File: config.mk
export PLATFORM = sky130hd
export DESIGN_NAME = alu_arbiter
export DESIGN_NICKNAME = d
export VERILOG_FILES = /design/src/rtl/alu_arbiter.sv
export SDC_FILE = /design/constraint.sdc
export NUM_CORES = 1
export LEC_CHECK = 0
export CAP_MARGIN = 20
export CORE_AREA = 2 2 146 148
export DETAILED_ROUTE_END_ITERATION = 8
export DIE_AREA = 0 0 148 150
export PLACE_DENSITY = 0.7
export SYNTH_ARGS = -nofsm -noshare
export SYNTH_HDL_FRONTEND = slang
export SYNTH_SLANG_ARGS = --single-unit
File: constraint.sdc
create_clock -name clk -period 1.7 [get_ports clk]
set_input_delay 0.51 -clock clk [delete_from_list [all_inputs] [get_ports clk]]
set_output_delay 0.51 -clock clk [all_outputs]
set_load 0.01 [all_outputs]
File: src/rtl/alu_arbiter.sv
`default_nettype none
// ============================================================================
// Module   : alu_arbiter
// Purpose  : Shares one combinational ALU between two requesters
//            (0 = execute stage, 1 = address-generation / multi-cycle
//            sequencer). It accepts one operation at a time, picks a winner
//            round-robin, drives the ALU for one cycle, registers the result
//            and flags, and returns them over a per-requester response
//            handshake. It is the only writer of the architectural NZCV flags.
// Ports    : clk, reset_n          - clock, synchronous active-low reset
//            req_valid/req_ready   - per-requester request handshake
//            req_inst/req_a/req_b  - {req1, req0} instruction and operands
//            rsp_valid/rsp_ready   - per-requester response handshake
//            rsp_out/rsp_nzcv      - registered result and its flags {N,Z,V,C}
//            alu_regA/B, alu_inst  - operands/instruction driven to the ALU
//            alu_out, alu_N/Z/V/C  - ALU result and flags
//            alu_update_CPSR       - ALU says this instruction writes flags
//            alu_ignore_C_flag     - ALU says C is not written
//            cpsr_nzcv             - architectural flags {N,Z,V,C}
//            busy                  - high whenever not IDLE
// Revision : 1.0 - initial release
// ============================================================================
module alu_arbiter #(
  parameter int DATA_W     = 32,
  parameter int RESET_PRIO = 0
) (
  input  logic                clk,
  input  logic                reset_n,
  input  logic [1:0]          req_valid,
  output logic [1:0]          req_ready,
  input  logic [63:0]         req_inst,
  input  logic [2*DATA_W-1:0] req_a,
  input  logic [2*DATA_W-1:0] req_b,
  output logic [1:0]          rsp_valid,
  input  logic [1:0]          rsp_ready,
  output logic [DATA_W-1:0]   rsp_out,
  output logic [3:0]          rsp_nzcv,
  output logic [DATA_W-1:0]   alu_regA,
  output logic [DATA_W-1:0]   alu_regB,
  output logic [31:0]         alu_inst,
  input  logic [DATA_W-1:0]   alu_out,
  input  logic                alu_N,
  input  logic                alu_Z,
  input  logic                alu_V,
  input  logic                alu_C,
  input  logic                alu_update_CPSR,
  input  logic                alu_ignore_C_flag,
  output logic [3:0]          cpsr_nzcv,
  output logic                busy
);

  // last_grant resets to the requester that must NOT win first, so that the
  // first simultaneous request after reset goes to RESET_PRIO.
  localparam logic C_LAST_GRANT_RST = (RESET_PRIO == 0) ? 1'b1 : 1'b0;

  typedef enum logic [1:0] {
    IDLE = 2'd0,
    EXEC = 2'd1,
    RESP = 2'd2
  } state_t;

  state_t              state_q,      state_d;
  logic                grant_q,      grant_d;
  logic                last_grant_q, last_grant_d;
  logic [31:0]         inst_q,       inst_d;
  logic [DATA_W-1:0]   a_q,          a_d;
  logic [DATA_W-1:0]   b_q,          b_d;
  logic [DATA_W-1:0]   rsp_out_q,    rsp_out_d;
  logic [3:0]          rsp_nzcv_q,   rsp_nzcv_d;
  logic [3:0]          cpsr_q,       cpsr_d;

  logic                pick;

  // Round-robin pick: a lone requester always wins; on contention the
  // requester that was not granted last time wins.
  always_comb begin
    pick = 1'b0;
    if (req_valid == 2'b11) begin
      pick = ~last_grant_q;
    end else begin
      pick = req_valid[1];
    end
  end

  always_comb begin
    state_d      = state_q;
    grant_d      = grant_q;
    last_grant_d = last_grant_q;
    inst_d       = inst_q;
    a_d          = a_q;
    b_d          = b_q;
    rsp_out_d    = rsp_out_q;
    rsp_nzcv_d   = rsp_nzcv_q;
    cpsr_d       = cpsr_q;
    req_ready    = 2'b00;
    rsp_valid    = 2'b00;

    unique case (state_q)
      IDLE: begin
        // Ready is withheld while reset is asserted: the latch would be
        // discarded by the reset at the same edge anyway.
        if ((req_valid != 2'b00) && reset_n) begin
          req_ready[pick] = 1'b1;
          grant_d         = pick;
          last_grant_d    = pick;
          inst_d          = pick ? req_inst[63:32]          : req_inst[31:0];
          a_d             = pick ? req_a[2*DATA_W-1:DATA_W] : req_a[DATA_W-1:0];
          b_d             = pick ? req_b[2*DATA_W-1:DATA_W] : req_b[DATA_W-1:0];
          state_d         = EXEC;
        end
      end

      EXEC: begin
        rsp_out_d  = alu_out;
        rsp_nzcv_d = {alu_N, alu_Z, alu_V, alu_C};
        // Flag-setting instructions always write N, Z and V; C is kept when
        // the ALU reports that this instruction leaves it alone.
        if (alu_update_CPSR) begin
          cpsr_d[3:1] = {alu_N, alu_Z, alu_V};
          if (!alu_ignore_C_flag) begin
            cpsr_d[0] = alu_C;
          end
        end
        state_d = RESP;
      end

      RESP: begin
        rsp_valid[grant_q] = 1'b1;
        // Only the granted requester's ready can retire the response.
        if (rsp_ready[grant_q]) begin
          state_d = IDLE;
        end
      end

      default: begin
        state_d = IDLE;
      end
    endcase
  end

  always_ff @(posedge clk) begin
    if (!reset_n) begin
      state_q      <= IDLE;
      grant_q      <= 1'b0;
      last_grant_q <= C_LAST_GRANT_RST;
      inst_q       <= '0;
      a_q          <= '0;
      b_q          <= '0;
      rsp_out_q    <= '0;
      rsp_nzcv_q   <= '0;
      cpsr_q       <= '0;
    end else begin
      state_q      <= state_d;
      grant_q      <= grant_d;
      last_grant_q <= last_grant_d;
      inst_q       <= inst_d;
      a_q          <= a_d;
      b_q          <= b_d;
      rsp_out_q    <= rsp_out_d;
      rsp_nzcv_q   <= rsp_nzcv_d;
      cpsr_q       <= cpsr_d;
    end
  end

  // ALU inputs come only from the latches, so they never follow req_* and
  // stay stable outside EXEC.
  assign alu_inst  = inst_q;
  assign alu_regA  = a_q;
  assign alu_regB  = b_q;
  assign rsp_out   = rsp_out_q;
  assign rsp_nzcv  = rsp_nzcv_q;
  assign cpsr_nzcv = cpsr_q;
  assign busy      = (state_q != IDLE);

endmodule
`default_nettype wire
==> results of run 1 <==
[power breakdown]
group	total [mW]	internal [mW]	switching (mW)
clock network	3.72	2.07	1.64
logic	2.45	1.28	1.17
registers	3.72	3.57	0.148
[worst reg2reg max path, cell delays in order, from the launching register on]
cell	delay, ps
dfxtp_4	350
nor3b_4	230
buf_6	140
buf_4	170
buf_12	230
a21oi_1	150
a311oi_2	290
[per-layer routing]
layer  wire length, um  part of all wire [%]
met5                 0                     0
met4               632                   2.6
met3              1910                   7.9
met2             11700                    49
met1              9840                    41
[sequential cells by signal, summed over array words and instances (netlist names)]
name and cells:
alu_regB 32, rsp_nzcv 4, state_q 2, alu_inst 32, grant_q 1, cpsr_nzcv 4
rsp_out 32, last_grant_q 1, alu_regA 32
[per-stage QoR]
| step | setup WS, ps | power [mW] | hold slack (ps) | setup TNS (ps) | util, % |
|---|---|---|---|---|---|
| after global placement | -939 | 6.33 | 441 | -62040 | 49.6 |
| after detailed placement | -921 | 6.36 | 447 | -65070 | 49.6 |
| after global routing | -262 | 10.3 | 472 | -978 | 52.4 |
| after CTS | -197 | 9.95 | 453 | -497 | 52.0 |
| after floorplan | 10.4 | 4.91 | 481 | 0 | - |
| final | -193 | 9.88 | 450 | -720 | 52.4 |
[final cells by class]
cell class              count  area [um2]
fillers                  1977        9840
repair buffers            423        4140
multi-input cells         526        2960
flip-flops and latches    140        2810
clock buffers              17         425
well taps                 275         344
clock inverters            15         150
inverters                   3        18.8
diodes                      1        2.50
[synthesized netlist by cell type, types with 2 or more instances]
library cell / number
a21oi_1: 138
a311oi_1: 66
a311oi_2: 30
buf_2: 42
buf_4: 8
buf_6: 10
clkbuf_1: 17
dfxtp_1: 140
inv_1: 2
nand2_1: 267
nand3_1: 5
nand3b_1: 2
nor2_1: 2
o21ai_0: 3
or3b_2: 2
[logic make-up (layout without fill, tap and decap cells)]
group           after synthesis  in the layout
flops                       140            140
mux                           1              1
buf+inv                      80            458
compound gates              239            239
simple gates                286            286
other cells                   0              1
[layout by cell type, fill, tap and decap left out, drive strengths merged]
cell / instances
a21bo: 1
a21boi: 1
a21oi: 138
a311oi: 96
and3b: 1
buf: 51
bufinv: 1
clkbuf: 18
clkdlybuf4s50: 232
clkinv: 4
clkinvlp: 2
dfxtp: 140
diode: 1
dlygate4sd2: 139
inv: 11
mux2i: 1
nand2: 268
nand2b: 1
nand3: 5
nand3b: 2
nor2: 2
nor2b: 1
nor3b: 2
o21ai: 3
or2: 2
or3b: 2
[repair_timing]
item	in CTS	in global routing
hold buffers	0	0
setup buffers	7	1
setup endpoints to repair	237	74
gates cloned	0	1
pin swaps	4	4
resized for setup	181	11
[path summary, 6_finish.rpt]
kind / from / end / slack (ps) / depth (start not counted)
setup / recovery: state_q[1]$_SDFFE_PN0P_ / req_ready[1] / -190 / 5
setup reg to reg: state_q[1]$_SDFFE_PN0P_ / alu_inst[1]$_SDFFE_PN0P_ / 50 / 6
hold reg to reg: rsp_out[12]$_SDFFE_PN0N_ / rsp_out[12]$_SDFFE_PN0N_ / 450 / 2
hold / removal: rsp_out[12]$_SDFFE_PN0N_ / rsp_out[12]$_SDFFE_PN0N_ / 450 / 2
==> summary by stage, run 1 <==
Outcome
The flow ran to the end, but the final reports show violations. The checks that failed: setup timing.

Job
The tool flagged a number of max-cap violations equal to 0.

Synth
The sequential cell area fraction in the yosys report is a little under half. The summed instance area of the synthesized netlist is 6150 um2. After synthesis, the largest family of logic cells by area is compound AO/OA/AOI/OAI gates. For this run, asynchronously set or reset flops after synthesis account for 0%. In the post-synthesis netlist, the biggest area contributors are dfxtp_1, nand2_1, a21oi_1. The synthesized design spends more area on one cell type than any other, namely dfxtp_1. The count of flip-flops with a built-in enable after synthesis is 0. A synthesized cell averages 8.25 um2. For this run, the number of Yosys warnings is 0.

Of the total synthesized cell area, the portion taken by AND, OR, NAND and NOR gates is 18.3%. The number of distinct standard cells referenced by the synthesized netlist is 27. The net count after synthesis is 982. The adder-cell area share of the yosys netlist is 0%. The synthesized design contains 140 register bits.

After synthesis, the share of cell area in mux cells is 0.163%. The synthesized design devotes to its leading area cell type a little under half of total area. The most used flip-flop cell after synthesis is dfxtp_1. The count of mapped cells out of synthesis is around 750. Of the total synthesized cell area, the portion taken by XOR and XNOR cells is 0%. Summing the areas of all compound-gate instances in the mapped netlist gives approximately 29% of the synthesized area.

Power and ir drop
For this design the ratio of total power to cell area is between 900 and 1000 nW/um2. The leakage dissipation is around 4.5 nW. VDD sags by at most ~0.69 mV.

GRT
The first-pass GRT wire length is around 36 mm. The most used routing layer in global routing is met2. Entering global routing, the biggest net connects 57 pins.

Across every metal layer, demand over resource in global routing totals 20.5%. For met2 alone, demand over resource in global routing was 35.2%. The global-route track usage on met1 is about 25%.

Global routing finished with a remaining overflow of 0. The global-route track usage on met3 is 5.95%. The number of antenna violations at the first check in global routing is 1. The via count of the first global-routing pass is between 6000 and 7000.

Clock network
The maximum clock path buffer count is 2. The TritonCTS buffer count is 17. The H-tree was split into 4 levels. The insertion delay of the later-clocked pin in the worst-skew pair is between 400 and 500 ps.

TritonCTS built the clock tree. The number of clock sinks is 140. After clock tree synthesis, the clock-pin slew on the worst setup and hold paths is around 60 ps. The clock tree root driver cell is clkbuf_16.

Critical path
The data arrival at the endpoint of the critical path is around 1400 ps. The critical path goes through nor3b_4 -> buf_4 -> nand3_4 -> inv_2 -> buf_6. The family of cells with the greatest summed delay on the critical path is flip-flops.

At the worst endpoint, the required time is about 1200 ps. The worst setup path is launched from a flop. Together, buffers and inverters on the worst path number 3.

Along the worst path, the maximum fanout reaches 2. The standard cell with the maximum stage delay on the critical path is dfxtp_4. By startpoint and endpoint, the worst setup path is classified as flop to primary output. The longest individual stage delay on the worst path is around 350 ps. The type of element capturing the critical path is a primary output.

Route
The total vias in the final route is a little under 7000. After detailed routing, the average wire length per cell comes to 17.2 um. The iteration count of the initial detailed-routing pass is 7. The detailed router finished its first iteration with around 320 violations. After detailed routing, the number of remaining DRC violations is 0. Dividing the detail-routed via count by the number of cells gives between 4 and 5. Summed over all layers, the routed wires come to 24.1 mm.

The count of nets left with antenna violations after detail routing is 0.

Final layout
The layout cell share with drive strength beyond 1 is between 10% and 20%. The area added between synthesis and finish is 76.3%. The finished cells cover approximately 11000 um2. The number of nets in the finished design is roughly 1300. For this run, the number of standard cells in the final layout without fillers is 1400.

Hold path
The min-delay analysis places its worst path in the category flop to flop.

Placement
The routability congestion estimate from global placement is just over 0.8. The total placed instance area is between 10000 and 15000 um2. Port buffering added around 380 buffers.

The wire-length estimate of the detail-placed layout is 16.4 mm. Once placement completed, the tool counted placed cells totaling approximately 1400.

Floorplan
The horizontal die dimension is approximately 150 um. The starting utilization of the core area is 29.7%. The I/O pin total is approximately 380.

The die area is between 20000 and 25000 um2. The die is approximately 150 um tall. The core outline area is ~21000 um2. The total number of placement rows is 53.

STA
In the post-route analysis, the smallest setup slack over all paths is -193 ps. For the final database, setup skew stands at 8.82 ps. For the pin with the worst max-slew slack, the measured transition is 499 ps. The smallest clock period supported by the final layout is computed as roughly 1900 ps. Setup repair after global routing could not meet its margin everywhere.

The total setup violations reported at the end of the flow is 5. The number of max-slew violations in the final report is 0. In this run the tightest slew margin relative to its limit is 66.7%.

The final count of hold timing violations came to 0. The maximum clock frequency is 528 MHz. Dividing the final minimum period by the clock period gives 111%.
No activity file was read; power rests on OpenSTA's default activity.
==> run 2: changes to the inputs <==
Clock period 1.7 ns to 1.6 ns, I/O delays scaled along.
==> run 2 against run 1 <==
Effect of this change:
- the run still ends with setup timing left
- global-route usage rose by 0.18 points
- total power increased by 12%
- clock skew increased by 1.9 ps
- worst hold slack worse by 3.7 ps
- critical endpoint unchanged
- cell area rose by 5.0%
- worst setup slack worse by 96 ps
- register-to-register slack got worse by 80 ps
- via count grew 3.3%
- count of clock-buffer cells in the layout increased by 2
- critical path depth unchanged
- non-clock buffer count rose by 24
- sequential cell count stayed put
==> summary by stage, run 2 (synthesis results as in run 1) <==
STA
The worst hold slack after final layout was 446 ps (-3.72 ps). The total setup violations reported at the end of the flow came to 37 (+32). The final setup skew is 10.7 ps (+1.88 ps). The worst path in the final design needs a cycle of ~1900 ps, including I/O delays and setup. The share of the clock period used by the worst path is 118%.

The tightest slew margin relative to the limit is 57.2% (-9.5 points). The final count of hold timing violations is 0 (unchanged). The number of max-slew violations in the final report is 0 (unchanged). Based on the critical path, the design can be clocked at up to 530 MHz. The final worst-path setup slack is -289 ps (-95.5 ps). Setup repair after global routing could not meet its margin everywhere. The actual slew at the worst max-slew pin is 641 ps (+142 ps).

Clock network
The TritonCTS buffer count is 17 (unchanged). The number of clock sinks is 140 (unchanged). TritonCTS built the clock tree. The clock-pin slew on the worst setup and hold paths was 60 ps (about the same). The insertion delay of the later-clocked pin in the worst-skew pair came to 410 ps (about the same). The maximum clock path buffer count is 2 (unchanged). In this run the clock root is driven by a clkbuf_16. The hold buffer count at CTS is 0 (unchanged). The CTS H-tree depth is 4 (unchanged).

Floorplan
The die outline height came to 150 um (unchanged). The core outline area came to 20700 um2 (unchanged). The horizontal die dimension was 148 um (unchanged). The total number of placement rows is 53 (unchanged).

The I/O pin total is 377 (unchanged). The die area is 22200 um2 (unchanged). The starting utilization of the core area is 29.7% (unchanged).

Placement
The sum of net half-perimeters after detailed placement is 16.6 mm (+1.2%). The placement-stage worst setup slack is -1080 ps (-159 ps). The routability congestion estimate from global placement is 0.823 (-0.87%). The count of buffers from port buffering is 376 (unchanged).

Critical path
The setup slack of the worst register-to-register path was -30 ps (-80 ps). The type of element capturing the critical path is a primary output. Traced cell by cell, the critical path runs through nor3b_4 -> buf_6 -> nand3_4 -> inv_2 -> buf_6. The longest individual stage delay on the worst path is 360 ps (about the same). The worst register-to-register path ends at alu_regB[7]$_SDFFE_PN0P_. In this design, the critical path's most frequently occurring cell is buf_6.

The cell count along the critical path is 5 (unchanged). The capture point of the worst path is req_ready[1]. Broken down by cell family, the worst path's largest delay share belongs to flip-flops. The startpoint identified for the worst register-to-register timing path is state_q[1]$_SDFFE_PN0P_. The buffer and inverter count on the worst path was 3 (unchanged).

The worst setup path is launched from a flop. The length in cells of the worst reg-to-reg path came to 6 (unchanged). The data arrival at the endpoint of the critical path is 1410 ps (+30 ps). The largest individual stage delay along the critical path comes from the cell dfxtp_4. The launch point of the critical path is state_q[1]$_SDFFE_PN0P_.

The classification of the worst setup path is flop to primary output. The largest fanout on the critical path came to 2 (unchanged). The required time of the worst setup path was 1120 ps (-70 ps).

Route
The count of nets left with antenna violations after detail routing is 0 (unchanged). The routed wire length per instance is 18.0 um (+4.7%). The detailed-route DRC error count is 0 (unchanged). The iteration count of the initial detailed-routing pass is 4 (-3). The via-per-instance ratio is 5.01 (+1.6%). The total vias in the final route is 7131 (+3.3%). The violation count after the first detailed-route iteration is 260 (-20%). The total routed wirelength is 25.7 mm (+6.5%).

GRT
The global-route track usage on met3 came to 6.34% (+0.40 points). The global-route track usage on met1 was 23.6% (-0.93 points). The remaining global-route overflow is 0 (unchanged). The met2 usage in global routing is 36.9% (+1.7 points).

The global routing usage summed across all routing layers is 20.7% (+0.18 points). The largest net degree at the start of global routing is 56 (-1.8%). In this run the most used layer during global routing was met2.

The first-pass GRT wire length is 36.6 mm (+0.40%). The number of antenna violations at the first check in global routing is 0 (-1). The via count of the first global-routing pass is 7067 (+4.8%).

Power and ir drop
The cell area power density is 975 nW/um2 (+7.0%). The leakage dissipation is 4.80 nW (+5.6%). The largest vdd supply drop came to 0.644 mV (-6.6%).

Hold path
The worst hold-check path type is flop to flop.

Final layout
The number of nets in the finished design is 1371 (+1.8%). The layout cell share with drive strength beyond 1 was 13.7% (+1.9 points). The filler cell count is 1947 (-1.5%). In the layout the commonest cells are nand2_1, clkdlybuf4s50_1, a21oi_1, dfxtp_1, dlygate4sd2_1.

The diode insertion count for antenna repair came to 0 (-1). From synthesis to final layout, the design area changed by 85.1%. The library cell used most frequently in the layout, excluding fill and tap cells, is nand2_1.

Outcome
The checks that failed: setup timing. The run finished, with violations left.

Job
The number of maximum-capacitance violations is 0 (unchanged).
[run 2: worst reg2reg max path, cell delays in order, from the launching register on]
cell and delay [ps]:
dfxtp_4 360, nor3b_4 270, buf_6 150, buf_8 200
buf_12 180, a21oi_1 90, a311oi_1 290
[run 2: cell type report]
type                            count  area, um2  share of cell area, %
Multi-Input combinational cell    526       2970                   26.0
Inverter                            3       18.8                  0.165
Clock buffer                       19        443                   3.89
Tap cell                          275        344                   3.02
Timing Repair Buffer              447       4620                   40.6
Sequential cell                   140       2810                   24.6
Clock inverter                     13        190                   1.67
[run 2: how the worst min path moves through the flow]
stage / start / slack [ps] / end / depth (start not counted)
floorplan: cpsr_nzcv[1]$_SDFFE_PN0P_ / 480 / cpsr_nzcv[1]$_SDFFE_PN0P_ / 2
global placement: rsp_out[27]$_SDFFE_PN0N_ / 440 / rsp_out[27]$_SDFFE_PN0N_ / 2
detailed placement: rsp_out[23]$_SDFFE_PN0N_ / 440 / rsp_out[23]$_SDFFE_PN0N_ / 2
CTS: rsp_out[23]$_SDFFE_PN0N_ / 450 / rsp_out[23]$_SDFFE_PN0N_ / 2
global route: rsp_out[25]$_SDFFE_PN0N_ / 470 / rsp_out[25]$_SDFFE_PN0N_ / 2
finish: rsp_out[27]$_SDFFE_PN0N_ / 450 / rsp_out[27]$_SDFFE_PN0N_ / 2
[run 2: layer usage]
layer  wire (um)  up-vias
met5           0        -
li1            -     3421
met1       10300     3376
met4         642        0
met2       12800      291
met3        1960       43
[run 2: stage by stage]
| stage | cell area, um2 | cells | power [mW] | utilization, % | TNS (ps) |
|---|---|---|---|---|---|
| final | 11400 | 1423 | 11.1 | 55.1 | -1490 |
| after global routing | 11400 | 1423 | 11.6 | 55.1 | -7280 |
| after CTS | 11100 | 1412 | 11.0 | 53.7 | -1130 |
| after detailed placement | 10500 | 1373 | 6.82 | 50.6 | -69730 |
| after global placement | 10500 | 1373 | 6.80 | 50.6 | -66760 |
| after floorplan | 6170 | 746 | 5.22 | - | 0 |
[run 2: power by group]
part | total, mW | internal (mW) | leakage [nW] | switching, mW
logic | 2.87 | 1.54 | 3.34 | 1.33
clock network | 4.28 | 2.67 | 0.308 | 1.61
registers | 3.96 | 3.80 | 1.15 | 0.160
[run 2: timing repair]
| item | 4_1_cts | 5_1_grt |
|---|---|---|
| cloned | 3 | 8 |
| setup buffers | 4 | 4 |
| endpoints found under the setup margin | 237 | 97 |
| pin swaps | 7 | 18 |
| resized for setup | 189 | 22 |
==> run 3: changes to the inputs <==
Settings changed: TNS_END_PERCENT set to 1.
==> run 3 against run 2 <==
Effect of this change:
- the flow still finishes with violations (setup timing)
- cell area shrank 3.0%
- sequential share of layout area is 0.75 points higher
- non-clock buffer count decreased by 14
- register-to-register slack lost 20 ps
- via count down 2.7%
- maximum frequency up 0.57%
- combinational power down 8.4%
- final cell count down 0.98%
- global-route usage down 0.64 points
- worst hold slack unchanged
- critical path type unchanged
- largest cell class unchanged
==> summary by stage, run 3 (synthesis results as in run 1) <==
STA
The sum of negative setup slack is -1960 ps (-468 ps). The total setup violations reported at the end of the flow came to 69 (+86%). The final count of hold timing violations came to 0 (unchanged). The tightest slew margin relative to the limit is 57.4% (+0.19 points). The share of the clock period used by the worst path came to 117% (-0.66 points). The time the final worst path needs with I/O delays and setup is 1880 ps (-10.6 ps).

The number of max-slew violations in the final report is 0 (unchanged). The worst hold slack after final layout is 446 ps (unchanged). The final setup skew was 9.70 ps (-1.00 ps).

The maximum clock frequency is 533 MHz (+0.57%). The actual slew at the worst max-slew pin is 639 ps (-2.82 ps). The final worst-path setup slack is -278 ps (+10.6 ps). Setup repair after global routing could not meet its margin everywhere.

Critical path
The worst setup path is captured at a primary output. The data arrival at the endpoint of the critical path is 1400 ps (about the same). The worst setup path is of the flop to primary output kind. The required time of the worst setup path is 1120 ps (about the same).

The worst setup path is launched from a flop. The setup slack of the worst register-to-register path is -50 ps (-20 ps). The largest fanout on the critical path came to 2 (unchanged).

Final layout
The number of nets in the finished design is 1357 (-1.0%). The library cells used most frequently in the layout, excluding fill and tap cells, are nand2_1, clkdlybuf4s50_1, dfxtp_1. The diode insertion count for antenna repair is 0 (unchanged). The layout cell share with drive strength beyond 1 is 12.5% (-1.2 points). The library cell used most frequently in the layout, excluding fill and tap cells, is nand2_1. From synthesis to final layout, the design area changed by 79.7%.

GRT
The first-pass GRT wire length is 35.7 mm (-2.2%). The largest net degree at the start of global routing is 56 (unchanged). The via count of the first global-routing pass is 6994 (-1.0%). The global routing usage summed across all routing layers is 20.1% (-0.64 points). The remaining global-route overflow is 0 (unchanged). The number of antenna violations at the first check in global routing came to 0 (unchanged).

Hold path
The path class of the tightest hold or removal check is flop to flop.

Route
The total routed wirelength is 23.2 mm (-9.5%). The iteration count of the initial detailed-routing pass was 6 (+2). The violation count after the first detailed-route iteration is 286 (+10%).

The via-per-instance ratio is 4.93 (-1.7%). The count of nets left with antenna violations after detail routing is 0 (unchanged). The total vias in the final route is 6941 (-2.7%). The routed wire length per instance came to 16.5 um (-8.6%).

The detailed-route DRC error count is 0 (unchanged).

Floorplan
The horizontal die dimension is 148 um (unchanged). The die area came to 22200 um2 (unchanged). The starting utilization of the core area was 29.7% (unchanged).

The total number of placement rows is 53 (unchanged). The core outline area is 20700 um2 (unchanged). The die outline height is 150 um (unchanged). The I/O pin total is 377 (unchanged).

Clock network
The TritonCTS buffer count is 17 (unchanged). The clock-pin slew on the worst setup and hold paths is 60 ps (about the same). The number of clock sinks came to 140 (unchanged).

The CTS H-tree depth is 4 (unchanged). The insertion delay of the later-clocked pin in the worst-skew pair is 410 ps (about the same). The clock tree root driver cell is clkbuf_16. The maximum clock path buffer count is 2 (unchanged).

The hold buffer count at CTS came to 0 (unchanged). The clock tree from TritonCTS is yes.

Power and ir drop
The largest vdd supply drop is 0.652 mV (+1.2%). The cell area power density came to 981 nW/um2 (+0.60%). The leakage dissipation was 4.65 nW (-3.1%).

Placement
The count of buffers from port buffering came to 376 (unchanged). The routability congestion estimate from global placement is 0.823 (unchanged). The sum of net half-perimeters after detailed placement came to 16.6 mm (unchanged).

Job
The number of maximum-capacitance violations is 0 (unchanged).

Outcome
The run finished, with violations left. The checks that failed: setup timing.
## run 3: cell types whose count changed in the layout (fill, tap and decap cells not counted), sizes merged
cell	change
clkdlybuf4s15	-1
clkbuf	-6
buf	-7
## run 3: worst max-delay path, stage by stage (launching register included)
cell and delay [ps]:
dfxtp_4 360, nor3b_4 270, buf_6 150, nand3_4 60, inv_2 60, buf_6 100
## run 3: path summary, 6_finish.rpt
check / from / end / cells after the start
min reg2reg: rsp_out[27]$_SDFFE_PN0N_ / rsp_out[27]$_SDFFE_PN0N_ / 2
max: state_q[1]$_SDFFE_PN0P_ / req_ready[1] / 5
min: rsp_out[27]$_SDFFE_PN0N_ / rsp_out[27]$_SDFFE_PN0N_ / 2
max reg2reg: state_q[1]$_SDFFE_PN0P_ / alu_inst[18]$_SDFFE_PN0P_ / 6
## run 3: per-layer routing
| layer | wire length (um) | track usage [%] | up-vias |
|---|---|---|---|
| met1 | 9390 | 22.9 | 3239 |
| met4 | 631 | 7.05 | 0 |
| met5 | 0 | 0 | - |
| met3 | 1780 | 6.46 | 41 |
| li1 | - | - | 3391 |
| met2 | 11400 | 35.3 | 270 |
## run 3: power breakdown
part	total, mW	internal, mW	leakage, nW	switching, mW
Sequential	3.96	3.80	1.15	0.159
Combinational	2.63	1.40	3.19	1.23
Clock	4.26	2.67	0.308	1.59
Total	10.8	7.87	4.65	2.98
## run 3: per-stage QoR
stage | worst slack, ps | area [um2] | util, % | total power, mW | cells
global route | -335 | 11100 | 53.4 | 11.3 | 1409
CTS | -329 | 11000 | 53.3 | 10.9 | 1409
global placement | -1060 | 10500 | 50.6 | 6.80 | 1373
floorplan | 13.4 | 6170 | - | 5.22 | 746
detailed placement | -1080 | 10500 | 50.6 | 6.82 | 1373
finish | -278 | 11100 | 53.4 | 10.8 | 1409
## run 3: timing repair
| action | 4_1_cts | 5_1_grt |
|---|---|---|
| gates cloned | 0 | 0 |
| buffers inserted | 4 | 1 |
| setup endpoints to repair | 237 | 104 |
| gates resized for setup | 184 | 14 |
| pin swaps | 8 | 25 |
## run 3: final cells by class
cell class / count / area [um2]
Clock buffer: 19 / 443
Tap cell: 275 / 344
Fill cell: 1989 / 9630
Clock inverter: 13 / 190
Sequential cell: 140 / 2810
Timing Repair Buffer: 433 / 4300
Multi-Input combinational cell: 526 / 2950
Inverter: 3 / 18.8
